**src/rtl/game_pkg.sv**
```systemverilog
// Shared definitions for the rhythm-game score controller.
//   - FSM state encoding (also the value driven on the 2-bit state output)
//   - Combo multiplier limits: mult = 1 + min(combo >> COMBO_SHIFT, MULT_MAX-1)
package game_pkg;

    localparam logic [1:0] ST_IDLE    = 2'b00;
    localparam logic [1:0] ST_PLAYING = 2'b01;
    localparam logic [1:0] ST_OVER    = 2'b10;

    localparam int MULT_MAX    = 4;
    localparam int COMBO_SHIFT = 4;

endpackage

```
**src/rtl/lane_popcount.sv**
```systemverilog
// Combinational count of set bits across the lane vector.
// Ports:
//   bits   in   N_LANES              one bit per lane
//   count  out  $clog2(N_LANES+1)    number of bits set
module lane_popcount #(
    parameter int N_LANES = 8,
    localparam int CNT_W  = $clog2(N_LANES + 1)
) (
    input  logic [N_LANES-1:0] bits,
    output logic [CNT_W-1:0]   count
);

    always_comb begin
        count = '0;
        for (int i = 0; i < N_LANES; i++) begin
            count = count + CNT_W'(bits[i]);
        end
    end

endmodule

```
**src/rtl/game_score_ctrl.sv**
```systemverilog
// Game/score controller for the N-lane rhythm game.
// Runs the IDLE/PLAYING/GAME_OVER FSM, accumulates a saturating score from
// per-lane hit pulses, tracks the session best score and drives a registered
// display word (score or max_score).
// Optional feature macro: GAME_COMBO_EN (combo counter and score multiplier).
// Ports:
//   CLOCK_25     in   1        system clock
//   rst_n        in   1        asynchronous active-low reset
//   hit          in   N_LANES  per-lane hit pulse
//   miss         in   N_LANES  per-lane miss pulse (combo reset only)
//   start_btn    in   1        start request level, rising edge starts a game
//   end_of_list  in   1        pattern list exhausted, ends the game
//   show_max     in   1        display select: 1 max_score, 0 score
//   state        out  2        00 IDLE, 01 PLAYING, 10 GAME_OVER
//   score        out  SCORE_W  current score
//   max_score    out  SCORE_W  best score since reset
//   display      out  SCORE_W  registered score/max_score mux
//   combo        out  COMBO_W  current combo (0 without GAME_COMBO_EN)
module game_score_ctrl
    import game_pkg::*;
#(
    parameter int N_LANES = 8,
    parameter int SCORE_W = 20,
    parameter int COMBO_W = 8
) (
    input  logic               CLOCK_25,
    input  logic               rst_n,
    input  logic [N_LANES-1:0] hit,
    input  logic [N_LANES-1:0] miss,
    input  logic               start_btn,
    input  logic               end_of_list,
    input  logic               show_max,
    output logic [1:0]         state,
    output logic [SCORE_W-1:0] score,
    output logic [SCORE_W-1:0] max_score,
    output logic [SCORE_W-1:0] display,
    output logic [COMBO_W-1:0] combo
);

    localparam int CNT_W = $clog2(N_LANES + 1);
    localparam int PTS_W = CNT_W + 3;           // room for hit count * MULT_MAX
    localparam int SUM_W = SCORE_W + PTS_W;     // score + pts never overflows
    localparam logic [SCORE_W-1:0] SCORE_MAX = {SCORE_W{1'b1}};

    logic [1:0]         state_reg, state_next;
    logic [SCORE_W-1:0] score_reg, score_next;
    logic [SCORE_W-1:0] max_reg, max_next;
    logic [SCORE_W-1:0] display_reg;
    logic               start_q_reg;
    logic               start_rise;
    logic               playing;
    logic               restart;

    logic [CNT_W-1:0]   hit_cnt;
    logic [2:0]         mult;
    logic [PTS_W-1:0]   pts;
    logic [SUM_W-1:0]   sum;
    logic [SCORE_W-1:0] sat_score;

    lane_popcount #(.N_LANES(N_LANES)) u_hit_count (
        .bits  (hit),
        .count (hit_cnt)
    );

    assign start_rise = start_btn & ~start_q_reg;
    assign playing    = (state_reg == ST_PLAYING);
    // A start edge only matters outside PLAYING; it also clears score/combo.
    assign restart    = start_rise & ((state_reg == ST_IDLE) | (state_reg == ST_OVER));

`ifdef GAME_COMBO_EN
    logic [COMBO_W-1:0] combo_reg, combo_next;
    logic [COMBO_W-1:0] combo_tier;
    logic [COMBO_W:0]   combo_sum;

    // Multiplier uses the combo value before this cycle's update.
    assign combo_tier = combo_reg >> COMBO_SHIFT;
    assign mult = (combo_tier >= COMBO_W'(MULT_MAX - 1)) ? 3'(MULT_MAX)
                                                         : 3'(combo_tier) + 3'd1;
    assign combo_sum = {1'b0, combo_reg} + (COMBO_W + 1)'(hit_cnt);

    always_comb begin
        combo_next = combo_reg;
        if (restart) begin
            combo_next = '0;
        end else if (playing) begin
            if (|miss) begin
                combo_next = '0;                       // a miss beats any hit
            end else if (combo_sum[COMBO_W]) begin
                combo_next = {COMBO_W{1'b1}};
            end else begin
                combo_next = combo_sum[COMBO_W-1:0];
            end
        end
    end

    always_ff @(posedge CLOCK_25 or negedge rst_n) begin
        if (!rst_n) begin
            combo_reg <= '0;
        end else begin
            combo_reg <= combo_next;
        end
    end

    assign combo = combo_reg;
`else
    logic unused_miss;

    assign unused_miss = ^miss;
    assign mult        = 3'd1;
    assign combo       = '0;
`endif

    assign pts       = PTS_W'(hit_cnt) * PTS_W'(mult);
    assign sum       = SUM_W'(score_reg) + SUM_W'(pts);
    assign sat_score = (sum > SUM_W'(SCORE_MAX)) ? SCORE_MAX : sum[SCORE_W-1:0];

    always_comb begin
        state_next = state_reg;
        score_next = score_reg;
        max_next   = max_reg;
        case (state_reg)
            ST_IDLE, ST_OVER: begin
                if (restart) begin
                    state_next = ST_PLAYING;
                    score_next = '0;
                end
            end
            ST_PLAYING: begin
                // Hits in the end_of_list cycle still count.
                score_next = sat_score;
                if (sat_score > max_reg) begin
                    max_next = sat_score;
                end
                if (end_of_list) begin
                    state_next = ST_OVER;
                end
            end
            default: state_next = ST_IDLE;
        endcase
    end

    always_ff @(posedge CLOCK_25 or negedge rst_n) begin
        if (!rst_n) begin
            state_reg   <= ST_IDLE;
            score_reg   <= '0;
            max_reg     <= '0;
            display_reg <= '0;
            start_q_reg <= 1'b0;
        end else begin
            state_reg   <= state_next;
            score_reg   <= score_next;
            max_reg     <= max_next;
            display_reg <= show_max ? max_reg : score_reg;
            start_q_reg <= start_btn;
        end
    end

    assign state     = state_reg;
    assign score     = score_reg;
    assign max_score = max_reg;
    assign display   = display_reg;

endmodule

```
**config.mk**
```make
export PLATFORM = sky130hd
export DESIGN_NAME = game_score_ctrl
export DESIGN_NICKNAME = d
export VERILOG_FILES = /design/src/rtl/game_pkg.sv /design/src/rtl/lane_popcount.sv /design/src/rtl/game_score_ctrl.sv
export SDC_FILE = /design/constraint.sdc
export NUM_CORES = 1
export LEC_CHECK = 0
export ABC_AREA = 1
export ABC_CLOCK_PERIOD_IN_PS = 4800
export CAP_MARGIN = 10
export CORE_MARGIN = 2
export CORE_UTILIZATION = 55
export DETAILED_ROUTE_END_ITERATION = 6
export GPL_TIMING_DRIVEN = 0
export PLACE_DENSITY = 0.86
export SKIP_CTS_REPAIR_TIMING = 1
export SYNTH_ARGS = -nofsm -noshare
export SYNTH_HDL_FRONTEND = slang
export SYNTH_HIERARCHICAL = 1
export SYNTH_SLANG_ARGS = --single-unit
```
**constraint.sdc**
```tcl
create_clock -name CLOCK_25 -period 4.8 [get_ports CLOCK_25]
set_clock_uncertainty 0.2 [all_clocks]
set_input_delay 1.2 -clock CLOCK_25 [delete_from_list [all_inputs] [get_ports CLOCK_25]]
set_output_delay 1.2 -clock CLOCK_25 [all_outputs]
set_load 0.02 [all_outputs]
```
# ---- Yosys cells after proc, flatten, opt, wreduce, memory -nomap -nowiden
# Cells that the tools add are included.
dict set report totals {
  ff_bits 63
  output_inout_bits 70
  elab_cells 36
  input_bits 21
}
dict set report op_classes {
  addsub 8
  mux 7
  eq_ne 4
  n_reduce_logical 6
  magnitude_cmp 2
  bitwise_logic 4
}
# operator n
set ops {}
lappend ops {{$mux W20} 3}
lappend ops {{$pmux W20 S2} 1}
lappend ops {{$add A4 B1 Y4} 6}
lappend ops {{$add A20 B4 Y21} 1}
lappend ops {{$gt A21 B20 Y1 const B} 1}
lappend ops {{$gt A20 B20 Y1} 1}
lappend ops {{$reduce_and A2 Y1} 3}
lappend ops {{$mux W2} 2}
lappend ops {{$ne A2 B2 Y1 const B} 2}
lappend ops {{$pmux W2 S2} 1}
lappend ops {{$add A1 B1 Y2} 1}
lappend ops {{$and A1 B1 Y1} 2}
lappend ops {{$eq A2 B1 Y1 const B} 1}
lappend ops {{$eq A2 B2 Y1 const B} 1}
lappend ops {{$logic_not A2 Y1} 1}
lappend ops {{$reduce_bool A2 Y1} 1}
lappend ops {{$reduce_or A2 Y1} 1}
lappend ops {{$not A1 Y1} 1}
lappend ops {{$or A1 B1 Y1} 1}

# ---- Depth between registers and ports, before layout
dict set report logic_depth {
  ltp_word 12
  ltp_mapped 30
  mapped_depth_nobuf 29
}

# ---- Hierarchy
# Netlist, hierarchy kept.
# mod cells_each instances seq_area_each_um2 area_each_um2
set by_module_without_submodules {}
lappend by_module_without_submodules {game_score_ctrl 505 1 1576.5 3876.2}
lappend by_module_without_submodules {lane_popcount 28 1 0.0 197.7}

# ---- Least setup slack after synthesis
# OpenSTA, ideal clock, no wires.
dict set report synth_path {
  kind {input port to flip-flop}
  from {input hit[2]}
  to {register max_reg[18], in the netlist max_score[18]}
  slack_ps -910
  stages 27
  t_arrival_ps 5393
  path_buffers 3
  required_time_ps 4483
  path_cell_list {inv_1 -> fa_1 -> fa_1 -> fa_1 -> fa_1 -> inv_1 -> inv_1 -> fa_1 -> inv_1 -> nand2_1 -> nand2_1 -> nand2_2 -> inv_1 -> nand4_4 -> buf_8 -> nand2_2 -> ha_1 -> nand2_1 -> nor2_4 -> nand2_2 -> nor2_4 -> a21oi_2 -> buf_6 -> nand2_2 -> buf_6 -> nand2_1 -> nand2_1}
}
dict set report synth_via {
  elab_chain_len 11
}
# element line
set synth_rtl {}
lappend synth_rtl {{start, declared} game_score_ctrl.sv:28} ;# input logic [N_LANES-1:0] hit,
lappend synth_rtl {{$add A4 B1 Y4 * (6 in a row)} lane_popcount.sv:16} ;# count = count + CNT_W'(bits[i]);
lappend synth_rtl {{net hit_cnt[1]} game_score_ctrl.sv:54} ;# logic [CNT_W-1:0] hit_cnt;
lappend synth_rtl {{$add A20 B4 Y21 *} game_score_ctrl.sv:114} ;# assign sum = SUM_W'(score_reg) + SUM_W'(pts);
lappend synth_rtl {{$gt A21 B20 Y1} game_score_ctrl.sv:115} ;# assign sat_score = (sum > SUM_W'(SCORE_MAX)) ? SCORE_MAX : sum[SCORE_W-1:0];
lappend synth_rtl {{$mux W20 *} game_score_ctrl.sv:115}
lappend synth_rtl {{net sat_score[16]} game_score_ctrl.sv:58} ;# logic [SCORE_W-1:0] sat_score;
lappend synth_rtl {{$gt A20 B20 Y1 *} game_score_ctrl.sv:131} ;# if (sat_score > max_reg) begin
lappend synth_rtl {{$reduce_and A2 Y1 (no line) *} --}
lappend synth_rtl {{end signal, assigned} game_score_ctrl.sv:152} ;# max_reg <= max_next;
lappend synth_rtl {{end, declared} game_score_ctrl.sv:47} ;# logic [SCORE_W-1:0] max_reg, max_next;
# Mark *: on every way through the listed nets, which the timed path passes. The rest lies on a longest branch.
# A chain may end at the register's enable or synchronous reset.

# ---- Final worst setup path
dict set report layout_path {
  from {input hit[2]}
  to {register max_reg[5], in the netlist max_score[5]}
}
# Same word-level chain as after synthesis.

==> summary.md <==
| Metric | Value |
|---|---|
| Outcome | `finished with violations` |
| Failing checks | `negative setup slack` |
| I/O pin count | `between 90 and 100` |
| Global-route wire length before repair | `approximately 18000 um` |
| Most common cell after layout, fill and taps aside | `nand2_1` |
| Peak supply drop | `383 uV` |
| Net Sw Frac | `0.441` |
| Via/cell ratio | `5.41` |
| Critical Path RT | `around 5 ns` |
| Power Density | `446 nW/um^2` |
| Total grt overflow | `0` |
| Avg WL per Cell | `16.9 um` |
| Worst Setup SP | `hit[2]` |
| Internal | `between 1 and 1.5 mW` |
| Post-route minimum period | `a little under 6 ns` |
| Crit end category | `flip-flop` |
| Crit path largest cell delay | `0.56 ns` |
| Worst hold path startpoint | `max_score[12]$_DFFE_PN0P_` |
| Max-slew violation count | `0` |
| Number of global-route vias before repair | `3731` |
| # DRC | `0` |
| Final instance area | `~5700 um^2` |
| GR Util met1 | `0.378` |
| Met3 Usage GRT | `0.0285` |
| Net Sw Power | `between 1 and 1.5 mW` |
| Layout area overhead | `39.9%` |
| Pleak | `2.83 nW` |
| RSZ-0062 raised after global routing | `yes` |
| Die footprint | `8110 um^2` |
| Combinational share of power | `0.583` |
| First drt pass iteration count | `5` |
| Max-cap violations | `0` |
| Root buffer cell | `clkbuf_8` |
| Worst EP arrival | `slightly below 6 ns` |
| Final setup TNS | `-18.86 ns` |
| Synthesized area per cell | `between 7 and 8 um^2` |
| Cell count after synthesis | `~530` |
| Warnings, synthesis | `6` |
| Inserted Diodes | `0` |
| Detailed-route via count | `between 4000 and 5000` |
| Remaining antenna violation count | `0` |
| PortBufs | `73` |
| Core region area | `a little over 7000 um^2` |
| Sequential share of power | `0.256` |
| Reg-to-reg startpoint | `score[0]$_DFFE_PN0P_` |
| R2R cell count | `22` |
| Met2 usage in global routing | `0.466` |
| Initial antenna violation count | `0` |
| Slew @ Worst Pin | `~0.76 ns` |
| Critical path class | `in -> reg` |
| Worst skew pair latency | `0.35 ns` |
| TritonCTS clock tree | `built` |
| Util after Layout | `0.790` |
| Most frequent CP cell | `nand2_1` |
| Mapped Area | `a little over 4000 um^2` |
| Clock-pin transition on the worst setup and hold timing paths | `roughly 0.060 ns` |
| Final Net Count | `692` |
| Placed cell areas | `5140 um^2` |
| Die Y | `~90 um` |
| Flops & latches, synth | `63` |
| Most frequent cells in the layout | `nand2_1 (145), inv_1 (75), clkdlybuf4s50_1 (67), dfrtp_1 (63), o21ai_0 (37)` |
| Num CTS Buffers | `9` |
| Clock Path Buffers | `2` |
| Share of post-route cells with drive strength above 1 | `0.231` |
| Initial Util | `0.565` |
| Crit path max-delay cell type | `fa_1` |
| Hold Path Class | `reg -> reg` |
| Largest net degree at the start of global routing | `34` |
| Layer with the highest usage | `met2` |
| Chip Width | `90.1 um` |
| Register area share after synthesis | `0.387` |
| Clock sinks | `63` |
| Slew HR | `0.491` |
| Final worst slack | `-0.990 ns` |
| Fmax | `approximately 170 MHz` |
| GP Congestion | `0.904` |
| Gr usage total | `0.281` |
| R2R Setup Slk | `1.32 ns` |
| Critical path fanouts, max | `5` |
| CP startpoint kind | `primary input` |
| Endpoint of the most critical register-to-register path | `max_score[5]$_DFFE_PN0P_` |
| DR iter-0 viols | `between 300 and 400` |
| FP Rows | `31` |
| Period utilization | `1.21` |
| Post-Route WL | `around 13000 um` |
| H-Tree Depth | `3` |
| Setup crit end | `max_score[5]$_DFFE_PN0P_` |
| Clock power frac | `0.161` |
| DP HPWL | `~8700 um` |
| Netlist cell types | `34` |
| Final hold violations | `0` |
| Final setup viols | `20` |
==> Yosys cell counts (all sizes together) <==
master | n | share of area
a22o | 1 | 0.0022
nor2 | 28 | 0.033
and3 | 1 | 0.0015
inv | 84 | 0.077
buf | 15 | 0.030
or2 | 2 | 0.0031
a21oi | 9 | 0.013
clkbuf | 5 | 0.0046
fa | 5 | 0.025
ha | 27 | 0.083
nand3b | 1 | 0.0018
nand4 | 7 | 0.018
dfrtp | 63 | 0.39
conb | 1 | 0.00092
xor2 | 6 | 0.013
nand3 | 31 | 0.044
nand2 | 202 | 0.20
o22ai | 1 | 0.0031
and2 | 1 | 0.0015
nor3 | 4 | 0.0077
o21ai | 39 | 0.048
==> worst max-delay path: cells and delay by family <==
kind | cells | cell delay [ns]
adders and majority gates | 6 | 2.49
buffers and inverters | 7 | 0.57
AOI/OAI and AO/OA | 2 | 0.65
and+or+nand+nor | 13 | 0.93
==> metal layers <==
| metal | part of all wire | routed length (um) |
|---|---|---|
| met1 | 0.39 | 4920 |
| met2 | 0.50 | 6270 |
| met3 | 0.077 | 963 |
| met4 | 0.029 | 360 |
| met5 | 0 | 0 |
==> area by class of cell <==
type	count	area [um^2]
flip-flops and latches	63	1580
plain buffers	20	159
clock inverters	1	5.00
well taps	99	124
repair buffers	88	885
inverters	84	323
fillers	502	1520
multi-input cells	373	2470
clock buffers	13	159
==> worst min-delay path by stage <==
stage / endpoint / slack [ns] / cells past startpoint
3_3_place_gp: state[1]$_DFFE_PN0P_ / 0.32 / 1
5_1_grt: state[1]$_DFFE_PN0P_ / 0.37 / 1
4_1_cts: max_score[12]$_DFFE_PN0P_ / 0.34 / 2
6_report: max_score[12]$_DFFE_PN0P_ / 0.35 / 2
2_1_floorplan: state[0]$_DFFE_PN0P_ / 0.34 / 3
3_5_place_dp: max_score[12]$_DFFE_PN0P_ / 0.32 / 2
==> cell families (layout without fill, tap and decap cells) <==
| group | count (synthesis) | after routing | share of synthesized area |
|---|---|---|---|
| buffers and inverters | 104 | 206 | 0.112 |
| other | 1 | 8 | 0.000920 |
| AOI/OAI and AO/OA | 50 | 50 | 0.0660 |
| DFF | 63 | 63 | 0.387 |
| xor gates and xnor gates | 6 | 6 | 0.0129 |
| and+or+nand+nor | 277 | 277 | 0.313 |
| adders and majority gates | 32 | 32 | 0.107 |
==> through the flow <==
step / total power, mW / hold slack, ns / cells / setup slack, ns
6_report: 2.54 / 0.346 / 741 / -0.990
5_1_grt: 2.67 / 0.369 / 741 / -1.17
4_1_cts: 2.13 / 0.339 / 727 / -1.36
3_5_place_dp: 1.73 / 0.322 / 713 / -1.71
3_3_place_gp: 1.69 / 0.318 / 712 / -1.59
2_1_floorplan: 1.41 / 0.337 / 540 / -0.656
==> power groups by stage <==
stage / logic, mW / registers [mW] / clock network, mW
5_1_grt: 1.59 / 0.655 / 0.432
3_5_place_dp: 1.08 / 0.654 / 0
3_3_place_gp: 1.04 / 0.654 / 0
6_report: 1.48 / 0.650 / 0.410
2_1_floorplan: 0.694 / 0.713 / 0
4_1_cts: 1.08 / 0.644 / 0.406
No activity file was read; power rests on OpenSTA's default activity.
